## config.mk

```make
export PLATFORM = sky130hd
export DESIGN_NAME = shift_ou
export DESIGN_NICKNAME = d
export VERILOG_FILES = /design/src/rtl/rca_config.sv /design/src/rtl/shift_step.sv /design/src/rtl/shift_ou.sv
export SDC_FILE = /design/constraint.sdc
export NUM_CORES = 1
export LEC_CHECK = 0
export CORE_MARGIN = 1
export CORE_UTILIZATION = 38
export DETAILED_ROUTE_END_ITERATION = 8
export GPL_ROUTABILITY_DRIVEN = 0
export PLACE_DENSITY = 0.81
export SETUP_SLACK_MARGIN = 0.4
export SLEW_MARGIN = 40
export SYNTH_ARGS = -nofsm -noshare
export SYNTH_HDL_FRONTEND = slang
export SYNTH_SLANG_ARGS = --single-unit
```

## constraint.sdc

```tcl
create_clock -name clk -period 2.2 [get_ports clk]
set_clock_uncertainty 0.1 [all_clocks]
set_input_delay 0.44 -clock clk [delete_from_list [all_inputs] [get_ports clk]]
set_output_delay 0.44 -clock clk [all_outputs]
set_load 0.01 [all_outputs]
```

## src/rtl/rca_config.sv

```systemverilog
// Shared configuration types for the reconfigurable compute array OUs.
package rca_config;

    typedef enum logic [1:0] {
        SHIFT_SLL = 2'd0,
        SHIFT_SRL = 2'd1,
        SHIFT_SRA = 2'd2,
        SHIFT_ROR = 2'd3
    } shift_mode_t;

    typedef enum logic [1:0] {
        IDLE  = 2'd0,
        SHIFT = 2'd1,
        DONE  = 2'd2
    } shift_ou_state_t;

    // Width of a shift-amount field for a given operand width (at least 1 bit).
    function automatic int shamt_width(input int w);
        return (w > 1) ? $clog2(w) : 1;
    endfunction

endpackage

```

## src/rtl/shift_step.sv

```systemverilog
// One iteration of the multi-cycle shifter: shifts op by k (0..STEP) in the
// compile-time selected mode. Only the positions reachable in one pass are built.
module shift_step
    import rca_config::*;
#(
    parameter int          WIDTH   = 32,
    parameter int          STEP    = 4,
    parameter shift_mode_t MODE    = SHIFT_SRA,
    parameter int          SHAMT_W = shamt_width(WIDTH)
) (
    input  logic [WIDTH-1:0]   op_i,
    input  logic [SHAMT_W-1:0] k_i,
    output logic [WIDTH-1:0]   res_o
);

    // Largest distance a single pass must handle; shift amounts never reach WIDTH.
    localparam int KMAX = (STEP < WIDTH) ? STEP : WIDTH - 1;

    logic [WIDTH-1:0] cand [KMAX+1];
    logic [WIDTH-1:0] res;

    // Each candidate is a fixed-distance shift, so it is pure wiring.
    for (genvar i = 0; i <= KMAX; i++) begin : g_pos
        if (i == 0) begin : g_zero
            assign cand[i] = op_i;
        end else if (MODE == SHIFT_SLL) begin : g_sll
            assign cand[i] = {op_i[WIDTH-1-i:0], {i{1'b0}}};
        end else if (MODE == SHIFT_SRL) begin : g_srl
            assign cand[i] = {{i{1'b0}}, op_i[WIDTH-1:i]};
        end else if (MODE == SHIFT_SRA) begin : g_sra
            assign cand[i] = {{i{op_i[WIDTH-1]}}, op_i[WIDTH-1:i]};
        end else begin : g_ror
            assign cand[i] = {op_i[i-1:0], op_i[WIDTH-1:i]};
        end
    end

    // Bounded barrel: pick the candidate matching the requested distance.
    always_comb begin
        res = op_i;
        for (int i = 1; i <= KMAX; i++) begin
            if (k_i == SHAMT_W'(i)) res = cand[i];
        end
    end

    assign res_o = res;

endmodule

```

## src/rtl/shift_ou.sv

```systemverilog
// Multi-cycle shift operation unit: accepts an operand pair, shifts by up to
// STEP positions per cycle and holds the result until downstream acknowledges.
module shift_ou
    import rca_config::*;
#(
    parameter int          XLEN  = 32,
    parameter int          WIDTH = XLEN,
    parameter shift_mode_t MODE  = SHIFT_SRA,
    parameter int          STEP  = 4
) (
    input  logic             clk,
    input  logic             rst,
    input  logic [WIDTH-1:0] data_in1,
    input  logic [WIDTH-1:0] data_in2,
    input  logic             data_valid_in1,
    input  logic             data_valid_in2,
    output logic             data_in_ack1,
    output logic             data_in_ack2,
    output logic             uses_data_in1,
    output logic             uses_data_in2,
    output logic [WIDTH-1:0] data_out,
    output logic             data_valid_out,
    input  logic             data_out_ack,
    output logic [XLEN-1:0]  addr,
    output logic [XLEN-1:0]  data,
    output logic [2:0]       fn3,
    output logic             load,
    output logic             store,
    output logic             new_request,
    input  logic             lsq_full,
    input  logic [XLEN-1:0]  load_data,
    input  logic             load_complete
);

    localparam int SHAMT_W = shamt_width(WIDTH);
    localparam int KMAX    = (STEP < WIDTH) ? STEP : WIDTH - 1;
    localparam logic [SHAMT_W-1:0] STEP_C = SHAMT_W'(KMAX);

    if (STEP < 1) begin : g_bad_step
        $error("shift_ou: STEP must be at least 1");
    end
    if (MODE != SHIFT_SLL && MODE != SHIFT_SRL &&
        MODE != SHIFT_SRA && MODE != SHIFT_ROR) begin : g_bad_mode
        $error("shift_ou: illegal MODE");
    end

    shift_ou_state_t    state_q;
    logic [WIDTH-1:0]   op_q, op_d;
    logic [SHAMT_W-1:0] rem_q, k, amt;
    logic               dv_q;
    logic               accept;

    // LSQ port is not used by this OU; fold unused inputs so lint stays quiet.
    logic unused_inputs;
    assign unused_inputs = ^{lsq_full, load_data, load_complete, data_in2};

    assign amt = data_in2[SHAMT_W-1:0];
    assign k   = (rem_q > STEP_C) ? STEP_C : rem_q;

    // Reset gates the handshake so no operand is acknowledged while held in reset.
    assign accept = rst && data_valid_in1 && data_valid_in2 &&
                    (state_q == IDLE || (state_q == DONE && data_out_ack));

    shift_step #(
        .WIDTH  (WIDTH),
        .STEP   (STEP),
        .MODE   (MODE),
        .SHAMT_W(SHAMT_W)
    ) u_step (
        .op_i (op_q),
        .k_i  (k),
        .res_o(op_d)
    );

    // Control FSM with the operand/remaining-count datapath and registered valid.
    always_ff @(posedge clk or negedge rst) begin
        if (!rst) begin
            state_q <= IDLE;
            op_q    <= '0;
            rem_q   <= '0;
            dv_q    <= 1'b0;
        end else if (accept) begin
            // Also covers the back-to-back case from DONE: no bubble.
            op_q  <= data_in1;
            rem_q <= amt;
            if (amt != '0) begin
                state_q <= SHIFT;
                dv_q    <= 1'b0;
            end else begin
                state_q <= DONE;
                dv_q    <= 1'b1;
            end
        end else begin
            case (state_q)
                SHIFT: begin
                    op_q  <= op_d;
                    rem_q <= rem_q - k;
                    if (rem_q <= STEP_C) begin
                        state_q <= DONE;
                        dv_q    <= 1'b1;
                    end
                end
                DONE: begin
                    if (data_out_ack) begin
                        state_q <= IDLE;
                        dv_q    <= 1'b0;
                    end
                end
                default: ;
            endcase
        end
    end

    assign data_in_ack1   = accept;
    assign data_in_ack2   = accept;
    assign uses_data_in1  = 1'b1;
    assign uses_data_in2  = 1'b1;
    assign data_out       = op_q;
    assign data_valid_out = dv_q;

    assign addr        = '0;
    assign data        = '0;
    assign fn3         = '0;
    assign load        = 1'b0;
    assign store       = 1'b0;
    assign new_request = 1'b0;

endmodule

```

==> impl_metrics.py <==
metrics = {
    "status": {
        "status": "completed",
    },
    "timing": {
        "slew_headroom_pct": 65.3,
        "fin_crit_sh_pct": 85.3,
        "setup_tns_ns": 0,
        "min_period_ns": 1.88,
        "maxSlewViolCount": 0,
        "setup_violations": 0,
        "setup_ws_ns": 0.324,
        "rsz0062_at_grt": "true",
        "fmax_mhz": 533,
        "worst_pin_slew_ns": 0.520,
        "hold_viol": 0,
    },
    "clock_tree": {
        "cts_buffers": 5,
        "clk_pin_slew_worst_paths_ns": 0.08,
        "clock_sinks": 39,
        "clk_latency_ns": 0.29,
        "htree_levels": 2,
        "cts.path.max_buffers": 2,
        "cts_tree": "built",
        "cts_root_buf": "clkbuf_8",
        "ctsHoldBuffers": 0,
    },
    "setup_path": {
        "crit_path_cell_trace": "or3_4 > buf_12 > nor2_4 > mux2_4 > a221o_1",
        "critPathRequiredTime_ns": 2.28,
        "crit_slowest_cell": "or3_4",
        "worstSetupPathType": "register to register",
        "cp.arrival_ns": 1.96,
        "path_max_fanout": 6,
        "worst_setup_path_start_kind": "register",
        "cp-end-kind": "register",
        "cpPeakStageDelay_ns": 0.43,
    },
    "floorplan": {
        "initial_core_util_pct": 39.9,
        "die_area_mm2": 0.00919,
        "rows": 33,
        "core_region_area_mm2": 0.00838,
        "io-pin-count": 210,
        "die_w_um": 95.9,
        "die_height_um": 95.9,
    },
    "global_routing": {
        "grt_pass1_wl_mm": 14.7,
        "grt_max_degree": 40,
        "globalRouteMet1Util_pct": 27.2,
        "grt_usage_pct": 20.7,
        "grt_pass1_vias": 2934,
        "overflow": 0,
        "met2_usage_pct": 34.3,
        "met3_usage_pct": 3.79,
        "busiest_layer": "met2",
        "antenna_found_initial": 0,
    },
    "drt": {
        "drc": 0,
        "vias": 3266,
        "ant_nets": 0,
        "first_pass_iters": 5,
        "drt_iter0_drc": 137,
        "wirelength_mm": 9.67,
        "post_drt_wl_per_cell_um": 16.1,
        "vias_per_cell": 5.43,
    },
    "cells_and_area": {
        "finish.utilization_pct": 54.8,
        "mostFrequentLayoutCell": "conb_1",
        "final_cell_mix": "conb_1 (73), clkdlybuf4s50_1 (57), buf_4 (50)",
        "nNetsFinal": 600,
        "design_area_mm2": 0.00460,
        "fillers": 730,
        "synthToLayoutAreaGrowth_pct": 37.3,
        "instances_no_fill": 601,
        "num_antenna_cells": 0,
        "drive_above_1_share_pct": 26.4,
    },
    "synthesis": {
        "ys.flop_type": "dfrtp_1",
        "ys.warnings.count": 0,
        "ys_seq_area_share_pct": 29.1,
        "synth.distinct_cells": 42,
        "ys_async_sr_fraction_pct": 100,
        "synth-edff-count": 0,
        "syn_inst": 387,
        "synth_area_per_cell_um2": 8.65,
        "ys_ff_latch": 39,
        "synth_area_mm2": 0.00335,
    },
    "placed_design": {
        "post_dp_cell_area_mm2": 0.00394,
        "dp_slack_ns": -0.213,
        "place_inst": 547,
        "port_buffers": 76,
        "dp_hpwl_mm": 5.96,
    },
    "power": {
        "power_density_mw_per_mm2": 357,
        "irDropWorstVdd_mv": 0.242,
        "p_leak_uw": 0.00210,
    },
    "flow_run": {
        "drv_cap": 0,
    },
    "hold_path": {
        "hp-class": "input pin to asynchronous set/reset pin",
    },
}
-- worst max-delay path: cells and delay by family (launching register included) --
kind,cells,cell delay (ns)
DFF,1,0.41
AOI/OAI and AO/OA,1,0.29
muxes,1,0.30
buffers and inverters,1,0.15
and+or+nand+nor,2,0.52
-- cell families after synthesis --
kind of cell / Yosys count / share of synthesized area, %
flip-flops: 39 / 29.1
multiplexers: 28 / 9.08
other: 2 / 0.224
AO/OA/AOI/OAI: 111 / 24.2
AND/OR/NAND/NOR: 95 / 15.3
adder cells (fa/ha/maj): 1 / 0.374
buffers and inverters: 111 / 21.7
-- synth_stat cells (3+ instances only) --
cell	count	area [um^2]
buf_2	14	70.1
a221o_1	22	220
nor2_1	12	45.0
a31oi_1	16	100
mux2i_1	9	90.1
o21ai_0	37	185
dfrtp_1	39	976
nor2b_1	3	18.8
mux2_2	19	214
nand2_1	34	128
buf_4	74	556
clkbuf_1	15	56.3
inv_1	3	11.3
nor3_1	10	50.1
a211oi_1	19	143
nor3b_1	10	75.1
nand3b_1	17	128
-- layer usage --
layer	wire [um]	share of wire, %	vias up
met5	0	0	-
met4	189	2.0	0
met3	729	7.5	22
met2	4810	50	168
met1	3950	41	1587
li1	-	-	1489
-- state kept, by name (all words and copies together) (netlist names) --
| register | cells |
|---|---|
| data_out | 32 |
| state_q | 2 |
| rem_q | 5 |
-- report_power, final --
group	internal, uW	switching, uW	leakage [uW]	total, uW
combinational	179	191	0.00156	370
sequential	737	20.1	0.000485	757
clock	247	269	0.0000470	516
total	1160	480	0.00210	1640
-- layout make-up --
type / instances / area, um^2 / area share [%]
clock buffer: 6 / 82.6 / 1.80
clock inverter: 1 / 5.00 / 0.109
inverter: 4 / 20.0 / 0.436
multi-input combinational: 308 / 2010 / 43.7
sequential: 39 / 1000 / 21.8
tap: 105 / 131 / 2.86
timing repair buffer: 138 / 1350 / 29.3
-- through the flow --
stage | total power, uW | hold WS [ns]
after global routing | 1710 | 0.191
final | 1640 | 0.148
after floorplan | 1030 | 0.0444
after detailed placement | 1090 | 0.434
after global placement | 1080 | 0.420
after CTS | 1630 | 0.179
-- worst paths after layout --
check,cells after the start,from,slack (ns),end
min reg2reg,1,data_out[1]$_DFFE_PN0P_,0.45,data_out[1]$_DFFE_PN0P_
max,5,rem_q[3]$_DFFE_PN0P_,0.32,data_out[29]$_DFFE_PN0P_
min,2,rst,0.15,data_out[5]$_DFFE_PN0P_
min in group clk,1,data_out[1]$_DFFE_PN0P_,0.45,data_out[1]$_DFFE_PN0P_
max reg2reg,5,rem_q[3]$_DFFE_PN0P_,0.32,data_out[29]$_DFFE_PN0P_
max in group asynchronous,2,rst,1.45,data_out[16]$_DFFE_PN0P_
-- what timing repair did --
action | 4_1_cts | 5_1_grt
buffers inserted | 38 | 5
gates cloned | 1 | 3
setup endpoints to repair | 67 | 38
pin swaps | 5 | 8
hold endpoints to repair | 0 | 0
resized for setup | 48 | 21
Power figures use the tool's default switching activity.
==> RTL edit: new RTL, config.mk and constraints unchanged <==
`STEP` is set to 4 in 2 places; all go to 2.
--- a/src/rtl/shift_step.sv
+++ b/src/rtl/shift_step.sv
@@ -4,7 +4,7 @@
     import rca_config::*;
 #(
     parameter int          WIDTH   = 32,
-    parameter int          STEP    = 4,
+    parameter int          STEP    = 2,
     parameter shift_mode_t MODE    = SHIFT_SRA,
     parameter int          SHAMT_W = shamt_width(WIDTH)
 ) (
--- a/src/rtl/shift_ou.sv
+++ b/src/rtl/shift_ou.sv
@@ -6,7 +6,7 @@
     parameter int          XLEN  = 32,
     parameter int          WIDTH = XLEN,
     parameter shift_mode_t MODE  = SHIFT_SRA,
-    parameter int          STEP  = 4
+    parameter int          STEP  = 2
 ) (
     input  logic             clk,
     input  logic             rst,
Function: changed (Yosys sat finds a counterexample within 4 cycles, from zero or initial values and one cycle with rst low).
==> RTL edit against the unedited design <==
  * Wire length shrank 15%
  * Cell count fell by 14%
  * Area after synthesis shrank 20%
  * Global-route usage shrank 0.81 points
  * Critical path depth is 1 lower
  * Highest routed layer unchanged
  * Largest cell class unchanged
  * First-iteration DRC count rose by 10%
  * Sequential share of layout area increased by 3.8 points
  * Maximum frequency decreased by 5.5%
  * Final area decreased by 17%
  * Setup slack worse by 0.11 ns
  * Critical endpoint is now data_in_ack2
  * Sequential cell count did not move
Power is left out: it rests on default switching activity, and per cell area and clock period it moved more than threefold.
==> RTL edit: results (changes against the unedited design) <==
pre_cts_ws_ns: -0.503  # was -0.213 ns
grt_pass1_vias: 2202  # was 2934
grt_usage_pct: 19.9  # was 20.7%
clock_path_buffers: 2  # unchanged
yosysUniqueCellTypes: 30  # was 42
layout.cells.non_filler: 514  # was 601
placed_cells: 466  # was 547
tightest_slew_ns: 0.509  # was 0.520 ns
antenna_cells: 0  # unchanged
cp.arrival_ns: 1.45  # was 1.96 ns
place.detailed.hpwl_um: 4380  # was 5960 um
cts_buffers: 5  # unchanged
postPlaceCellArea_um2: 3210  # was 3940 um^2
status: "completed"  # unchanged
use_met1_pct: 25.6  # was 27.2%
grt_pass1_wl_um: 11300  # was 14700 um
met1Wirelength_um: 3470  # was 3950 um
nFillCells: 625  # was 730
synth_compound_area_share_pct: 20.4  # was 24.2%
avgSynthCellArea_um2: 8.90  # was 8.65 um^2
largest_reg_flops: 32  # unchanged
synth-xor-area-share_pct: 0.326  # was 0%
drive_gt1_share_pct: 20.8  # was 26.4%
io_buffers: 76  # unchanged
vias: 2516  # was 3266
grt_use_met3_pct: 5.20  # was 3.79%
dr_wl_met2_um: 4060  # was 4810 um
first_pass_iters: 4  # was 5
clkTransAtPathRegs_ns: 0.08  # about the same
finalNetCount: 521  # was 600
cts_root_buf: "clkbuf_8"  # unchanged
synthCells: 302  # was 387
worstSkewPairLatency_ns: 0.29  # about the same
wl_met3_um: 588  # was 729 um
routed_wl_um: 8180  # was 9670 um
synth_adder_area_share_pct: 0.466  # was 0.374%
synth_common_cells: "79 x buf_4, 72 x nand2_1, 39 x dfrtp_1"  # was 74 x buf_4, 39 x dfrtp_1, 37 x o21ai_0
ys_top_cells_by_area: "dfrtp_1 36%, buf_4 22%, a221o_1 12%, nand2_1 10%, a21oi_1 6.0%"  # was dfrtp_1 29%, buf_4 17%, a221o_1 6.6%, mux2_2 6.4%, o21ai_0 5.5%
cp_max_fo: 3  # was 6
synth.area.mux_share_pct: 0.372  # was 9.08%
htreeDepth: 2  # unchanged
use_met2_pct: 33.1  # was 34.3%
synth-warning-count: 0  # unchanged
seq_area_frac_synth_pct: 36.3  # was 29.1%
drtIter0Drc: 151  # was 137
-- RTL edit: cell types whose count changed in the layout (fill, tap and decap cells not counted), moves of 14 or more --
cell	delta
a21oi_1	+31
a31oi_1	-16
buf_4	-14
dfrtp_1	+16
dfrtp_2	-16
mux2_2	-18
nand2_1	+36
nand3b_1	-17
o21ai_0	-33
-- RTL edit: worst paths after layout --
check / from / endpoint / slack (ns) / cells past startpoint
min in group clk: data_out[0]$_DFFE_PN0P_ / data_out[0]$_DFFE_PN0P_ / 0.45 / 1
worst min-delay path: rst / data_out[15]$_DFFE_PN0P_ / 0.25 / 2
worst min register to register: data_out[0]$_DFFE_PN0P_ / data_out[0]$_DFFE_PN0P_ / 0.45 / 1
max in group asynchronous: rst / rem_q[1]$_DFFE_PN0P_ / 1.38 / 2
worst max register to register: state_q[1]$_DFFE_PN0P_ / data_out[19]$_DFFE_PN0P_ / 0.29 / 7
worst max-delay path: state_q[1]$_DFFE_PN0P_ / data_in_ack2 / 0.21 / 4
-- RTL edit: layout make-up --
class | instances | area, um^2 | area share, %
inverter | 3 | 13.8 | 0.359
multi-input combinational | 245 | 1360 | 35.6
timing repair buffer | 123 | 1250 | 32.7
tap | 96 | 120 | 3.13
clock buffer | 8 | 100 | 2.61
sequential | 39 | 981 | 25.6
-- RTL edit: worst max-delay path, stage by stage (launching register included) --
cell	delay [ns]
dfrtp_1	0.40
nor2b_4	0.13
or4_4	0.44
inv_4	0.09
buf_6	0.10
-- RTL edit: timing repair --
item / in CTS / in global routing
pin swaps: 1 / 5
buffers inserted: 15 / 15
setup endpoints to repair: 48 / 63
cloned: 5 / 5
gates resized for setup: 35 / 40
